[src/rtl/pattern_detector_pkg.sv]
// Shared definitions for the pattern detector.
//   DEF_PAT_W      : default pattern length in bits
//   DEF_CNT_W      : default match counter width
//   overlap_mode_e : match mode; OVERLAP keeps the history fill after a
//                    match, NON_OVERLAP restarts it
package pattern_detector_pkg;

    localparam int DEF_PAT_W = 8;
    localparam int DEF_CNT_W = 16;

    typedef enum logic {
        NON_OVERLAP = 1'b0,
        OVERLAP     = 1'b1
    } overlap_mode_e;

endpackage

[src/rtl/sat_counter.sv]
// Saturating up-counter.
//   clk   : clock, rising edge
//   rst   : synchronous active-high reset, count -> 0
//   clr   : zero the count; an inc in the same cycle leaves the count at 1
//   inc   : add one, holding at all-ones instead of wrapping
//   count : current count
//   sat   : high while count is all-ones
module sat_counter #(
    parameter int W = 16
) (
    input  logic         clk,
    input  logic         rst,
    input  logic         clr,
    input  logic         inc,
    output logic [W-1:0] count,
    output logic         sat
);

    assign sat = &count;

    // NOTE: sequential state uses non-blocking assignments so every register
    // samples the pre-edge values, independent of statement order.
    always_ff @(posedge clk) begin
        if (rst) begin
            count <= '0;
        end else if (clr) begin
            count <= inc ? W'(1) : '0;
        end else if (inc && !sat) begin
            count <= count + W'(1);
        end
    end

endmodule

[src/rtl/pattern_detector.sv]
// Serial bit-pattern detector with per-bit don't-care mask.
//   clk, rst          : clock (rising edge), synchronous active-high reset
//   in_valid, in_bit  : serial input; in_bit is sampled only when in_valid
//   cfg_load          : latch cfg_pattern/cfg_mask/cfg_overlap and restart
//                       the history; the input bit of that cycle is dropped
//   cfg_pattern       : pattern, bit 0 is the most recent bit
//   cfg_mask          : 1 = compare this bit, 0 = don't-care
//   cfg_overlap       : 1 = overlapping matches, 0 = non-overlapping
//   clr_count         : zero the match counter
//   detected          : registered one-cycle pulse per match
//   match_count       : saturating number of matches
//   count_sat         : high while match_count is all-ones
//   armed             : high while the history holds PAT_W valid bits
module pattern_detector
    import pattern_detector_pkg::*;
#(
    parameter int               PAT_W     = DEF_PAT_W,
    parameter int               CNT_W     = DEF_CNT_W,
    parameter logic [PAT_W-1:0] RESET_PAT = '0
) (
    input  logic             clk,
    input  logic             rst,
    input  logic             in_valid,
    input  logic             in_bit,
    input  logic             cfg_load,
    input  logic [PAT_W-1:0] cfg_pattern,
    input  logic [PAT_W-1:0] cfg_mask,
    input  logic             cfg_overlap,
    input  logic             clr_count,
    output logic             detected,
    output logic [CNT_W-1:0] match_count,
    output logic             count_sat,
    output logic             armed
);

    // fill counts 0..PAT_W inclusive, so it needs one more code than PAT_W.
    localparam int                FILL_W    = $clog2(PAT_W + 1);
    localparam logic [FILL_W-1:0] FILL_FULL = FILL_W'(PAT_W);

    logic [PAT_W-1:0]  history;
    logic [FILL_W-1:0] fill;
    logic [PAT_W-1:0]  pattern_q;
    logic [PAT_W-1:0]  mask_q;
    overlap_mode_e     mode_q;

    logic [PAT_W-1:0]  hist_shift;
    logic [FILL_W-1:0] fill_inc;
    logic              bits_ok;
    logic              match;
    logic [PAT_W-1:0]  history_d;
    logic [FILL_W-1:0] fill_d;

    // NOTE: every combinational output gets a default first, so no path
    // leaves a signal unassigned and no latch is inferred.
    always_comb begin
        hist_shift = {history[PAT_W-2:0], in_bit};
        fill_inc   = (fill == FILL_FULL) ? FILL_FULL : fill + FILL_W'(1);
        bits_ok    = ((hist_shift ~^ pattern_q) & mask_q) == mask_q;
        // fill_inc already counts the current bit, so "full" here means the
        // post-shift history holds PAT_W valid bits.
        match      = in_valid && !cfg_load && (fill_inc == FILL_FULL) && bits_ok;

        history_d  = history;
        fill_d     = fill;
        if (cfg_load) begin
            history_d = '0;
            fill_d    = '0;
        end else if (in_valid) begin
            history_d = hist_shift;
            fill_d    = (match && mode_q == NON_OVERLAP) ? '0 : fill_inc;
        end
    end

    always_ff @(posedge clk) begin
        if (rst) begin
            history   <= '0;
            fill      <= '0;
            pattern_q <= RESET_PAT;
            mask_q    <= '1;
            mode_q    <= OVERLAP;
            detected  <= 1'b0;
            armed     <= 1'b0;
        end else begin
            history  <= history_d;
            fill     <= fill_d;
            detected <= match;
            // Tracks the register it describes: armed == (fill == PAT_W).
            armed    <= (fill_d == FILL_FULL);
            if (cfg_load) begin
                pattern_q <= cfg_pattern;
                mask_q    <= cfg_mask;
                mode_q    <= overlap_mode_e'(cfg_overlap);
            end
        end
    end

    sat_counter #(
        .W (CNT_W)
    ) u_count (
        .clk   (clk),
        .rst   (rst),
        .clr   (clr_count),
        .inc   (match),
        .count (match_count),
        .sat   (count_sat)
    );

endmodule

[config.mk]
export PLATFORM = sky130hd
export DESIGN_NAME = pattern_detector
export DESIGN_NICKNAME = d
export VERILOG_FILES = /design/src/rtl/pattern_detector_pkg.sv /design/src/rtl/sat_counter.sv /design/src/rtl/pattern_detector.sv
export SDC_FILE = /design/constraint.sdc
export NUM_CORES = 1
export LEC_CHECK = 0
export CAP_MARGIN = 25
export CORE_MARGIN = 2
export CORE_UTILIZATION = 50
export DETAILED_ROUTE_END_ITERATION = 10
export GPL_TIMING_DRIVEN = 0
export PLACE_DENSITY = 0.78
export RECOVER_POWER = 50
export SETUP_SLACK_MARGIN = 0.1
export SYNTH_ARGS = -nofsm -noshare
export SYNTH_HDL_FRONTEND = slang
export SYNTH_SLANG_ARGS = --single-unit
[constraint.sdc]
create_clock -name clk -period 4.8 [get_ports clk]
set_input_delay 0.48 -clock clk [delete_from_list [all_inputs] [get_ports clk]]
set_output_delay 0.48 -clock clk [all_outputs]
set_load 0.02 [all_outputs]
== Word-level counts from Yosys, hierarchy flattened ==
Cells that the tools add are included.

* Word-level logic and storage cells: 34
* RAM bits: 0
* Bits in read-only memories: 0
* Register bits after elaboration: 46
* Bits of input ports: 23
* Memories: 0
* Bits in latches: 0

* Multiplexer cells: 7
* Equal/unequal tests: 4
* Shift-type cells: 0
* Add/sub/neg operators: 2
* Magnitude comparators: 0
* Div/mod/pow operators: 0
* Reduce and logical (&&, ||, !) cells: 10
* Bitwise gates (word level): 3
* $mul: 0

{| class="wikitable"
|+ Operators by type and width
! cell !! count
|-
| $mux W16 || 2
|-
| $add A16 B1 Y16 const B || 1
|-
| $mux W4 || 4
|-
| $reduce_and A16 Y1 || 1
|-
| $eq A4 B4 Y1 const B || 3
|-
| $and A8 B8 Y8 || 1
|-
| $eq A8 B8 Y1 || 1
|-
| $xnor A8 B8 Y8 || 1
|-
| $logic_and A1 B1 Y1 || 5
|-
| $add A4 B1 Y4 const B || 1
|-
| $logic_not A1 Y1 || 2
|-
| $reduce_bool A2 Y1 || 1
|-
| $reduce_or A2 Y1 || 1
|-
| $mux W1 || 1
|-
| $not A1 Y1 || 1
|}

== Longest topological paths before layout ==
* Depth in word-level cells: 10
* Mapped depth: 9
* Gate-level depth less buffers: 8

== Modules after synthesis ==
A second synthesis with hierarchy kept.

* Cell total of the unflattened synthesis: 239
* Area, all modules: 2298.5 um^2

{| class="wikitable"
|+ By module, submodules not included
! module !! area an instance (um^2) !! times used !! cells an instance
|-
| pattern_detector || 1416.4 || 1 || 140
|-
| sat_counter || 882.1 || 1 || 99
|}

== Least setup slack after synthesis ==
Ideal clock, no wire load.

* Kind: register to register
* Start point: register fill[0]
* End point: register u_count.count[15]
* Slack: 2424 ps
* Setup time: 71 ps
* Data arrival time: 2306 ps
* Stages on the path, launching flop included: 8
* Clock period less this slack: 2376 ps
* Data required time: 4729 ps
* Cells stage by stage: dfxtp_1 -> inv_1 -> ha_1 -> a2111o_1 -> nor4_4 -> nand2_2 -> or4_1 -> a21oi_1

* Word-level cells in the longest chain between the ends: 7

{| class="wikitable"
|+ RTL lines
! element !! line !! RTL
|-
| start, declared || pattern_detector.sv:41 || <nowiki>logic [FILL_W-1:0] fill;</nowiki>
|-
| start signal, assigned || pattern_detector.sv:85 || <nowiki>fill <= fill_d;</nowiki>
|-
| $add A4 B1 Y4 / $eq A4 B4 Y1 (equally long branches) || pattern_detector.sv:57 || <nowiki>fill_inc = (fill == FILL_FULL) ? FILL_FULL : fill + FILL_W'(1);</nowiki>
|-
| $mux W4 (*) || pattern_detector.sv:57 ||
|-
| $eq A4 B4 Y1 (*) || pattern_detector.sv:61 || <nowiki>match = in_valid && !cfg_load && (fill_inc == FILL_FULL) && bits_ok;</nowiki>
|-
| $logic_and A1 B1 Y1 (*) (2 in series) || pattern_detector.sv:61 ||
|-
| $logic_and A1 B1 Y1 (*) || sat_counter.sv:28 || <nowiki>end else if (inc && !sat) begin</nowiki>
|-
| $reduce_bool A2 Y1 (no line) (*) || -- ||
|-
| end signal, assigned || sat_counter.sv:27 || <nowiki>count <= inc ? W'(1) : '0;</nowiki>
|-
| end signal, assigned || sat_counter.sv:29 || <nowiki>count <= count + W'(1);</nowiki>
|-
| end, declared || sat_counter.sv:15 || <nowiki>output logic [W-1:0] count,</nowiki>
|}

Mark *: on every way between the ends. The rest lies on a longest branch, timed or not.
A chain may end at the register's enable or synchronous reset.

== Worst setup path in the final report ==
* Start point: register u_count.count[0]
* End point: output count_sat

* Word-level cells in the longest chain between the ends: 1

{| class="wikitable"
|+ RTL lines
! element !! line !! RTL
|-
| $reduce_and A16 Y1 || sat_counter.sv:19 || <nowiki>assign sat = &count;</nowiki>
|-
| end, declared || pattern_detector.sv:32 || <nowiki>output logic count_sat,</nowiki>
|}

Every way passes these cells.

==> metrics <==
row cnt=23; via count=around 1,800; final hold slack=0.484 ns; root buffer cell=clkbuf_8; Final setup viols=0; GP Congestion=0.857; top flip-flop cell by instance count after synthesis=dfxtp_1; Resized cells post-CTS=0; n_diodes=0; setup repair bufs after CTS=0; Tot Pwr=between 0.6 and 0.7 mW; detailed-route wire length per cell=13.7 um; I/O pins=42; TritonCTS clock tree=built; sw frac=0.225; final instance area=about 2600 um^2; CP Data Arrival Time=approximately 2.5 ns; worst min path class=flip-flop to flip-flop; Mean Syn Cell Area=9.26 um^2; CTS sink count=46; clock power share=0.340; CP startpoint=u_count.count[0]; Congestion Overflow GR=0; Psw=0.157 mW; most common library cell in the layout ignoring fill and taps=dfxtp_1; setup TNS=0 ns; CTS Buf Count=5; Slew Viols, Final=0; Unique masters post-synth=39; HPWL Detailed=roughly 3300 um; Reg clk slew, reported paths=approximately 0.080 ns; number of synthesized flops with an enable pin=0; Net Count, Synth=250; max_cap viols=0; share of layout cells above drive strength 1=0.0515; htree depth=2; crit path launch type=flip-flop; Static Leak=a little over 1 nW; RSZ-0062 raised after global routing=no; wirelength, routed=between 4000 and 5000 um; critical path class=flip-flop to primary output; sequential element share of the synthesized area=0.444; Die Wd=about 68 um; routed vias/inst=around 5.5; first-pass GRT wire length=between 7000 and 8000 um; Iteration-0 DRC Markers=approximately 110; Initial Util=0.518; vias in the first global route=between 1,500 and 2,000; sequential power share=0.568; Hold Crit Start=mask_q[5]; fin nets=between 200 and 300; Rel. slew slack=0.496; Worst-Margin Slew=0.750 ns; CP max FO=9; Area Growth Syn to Fin=26.7%; Clk Latency, worst-skew pair=0.29 ns; Pwr Density=266 nW/um^2; Post-DRT Antenna Nets=0; endpoints failing hold=0; die area=roughly 4700 um^2; number of remaining DRC errors=0; Tmin final=approximately 3.0 ns; peak supply drop=217 uV; FF-to-FF setup slack=between 2 and 2.5 ns; FMAX=about 0.34 GHz; largest net degree at the start of global routing=14; Synth Register Bits=between 40 and 50; Mapped Area=2070 um^2; YS warnings=0; cts hold-fix bufs=0; CP Data Required Time=4.32 ns; period utilization=0.620; initial antenna violation count=0; Core Box Area=4000 um^2; die height=slightly below 70 um; drt first pass iters=4; combinational share of power=0.092; ys async rst share=0; Syn Inst Count=around 220; All-Layer GR Usage=0.212; FF-to-FF Start=fill[0]; critical path capture point type=primary output; status=completed; maximum buffer depth of the clock tree=2; input/output buffers=40; placed instance area=2540 um^2; most frequent cells in the layout=dfxtp_1, clkdlybuf4s50_1, nor2_1; cell-internal power=0.541 mW; Layout Skew=a little under 0.007 ns
==> sequential cells by signal, indices dropped and copies added (netlist names) <==
signal / cells
history: 7
pattern_q: 8
mask_q: 8
mode_q: 1
detected: 1
fill: 4
armed: 1
u_count.count: 16
==> per-layer routing <==
metal	routed length (um)	up-vias	track usage
met4	57	0	0.0600
li1	-	897	-
met5	0	-	0
met2	2060	44	0.320
met3	205	7	0.0411
met1	2080	819	0.305
==> metrics by stage <==
step | std cells | setup WS [ns] | util
after floorplan | 224 | 2.42 | -
after global placement | 314 | 1.99 | 0.634
after detailed placement | 314 | 2.00 | 0.634
after CTS | 322 | 1.86 | 0.657
after global routing | 322 | 1.67 | 0.657
final | 322 | 1.82 | 0.657
==> cells in the mapped netlist, types with 5 or more instances <==
master | n | share of area
o31ai_1 | 5 | 0.018
mux2i_1 | 26 | 0.13
xor2_1 | 14 | 0.059
or4_1 | 7 | 0.025
clkbuf_1 | 7 | 0.013
nand4_1 | 7 | 0.021
nand3_1 | 9 | 0.022
nor2_1 | 27 | 0.049
inv_1 | 6 | 0.011
dfxtp_1 | 46 | 0.44
a21oi_1 | 10 | 0.024
nand2_1 | 17 | 0.031
==> final timing paths <==
kind | cells past startpoint | endpoint
worst min-delay path | 2 | mask_q[5]
worst min register to register | 2 | mask_q[5]
worst max-delay path | 6 | count_sat
worst max register to register | 7 | u_count.count[15]
==> cell families (layout without fill, tap and decap cells) <==
kind of cell	after synthesis	count (layout)	synth area share
AND/OR/NAND/NOR	88	88	0.223
multiplexers	26	26	0.126
AO/OA/AOI/OAI	28	28	0.0923
XOR/XNOR	15	15	0.0634
buffers and inverters	18	66	0.0332
adder cells (fa/ha/maj)	3	3	0.0181
flip-flops	46	46	0.444
==> power groups by stage <==
stage | combinational [mW] | clock (mW) | sequential, mW
final | 0.0642 | 0.237 | 0.397
after global routing | 0.0720 | 0.262 | 0.398
after CTS | 0.0649 | 0.243 | 0.397
after detailed placement | 0.0645 | 0 | 0.406
after global placement | 0.0633 | 0 | 0.406
after floorplan | 0.0375 | 0 | 0.404
==> layout make-up <==
cell class,instances,area (um^2)
Fill cell,357,1370
Tap cell,50,62.6
Buffer,11,42.5
Multi-Input combinational cell,160,1080
Sequential cell,46,921
Timing Repair Buffer,40,400
Inverter,7,26.3
Clock inverter,1,5.00
Clock buffer,7,86.3
==> worst max-delay path, stage by stage (launching register included) <==
cell,delay (ns)
dfxtp_1,0.44
ha_1,0.20
nand3_1,0.15
or2_1,0.26
clkbuf_1,0.20
nor4_1,0.31
clkdlybuf4s50_1,0.66
(Power assumes the default switching activity.)
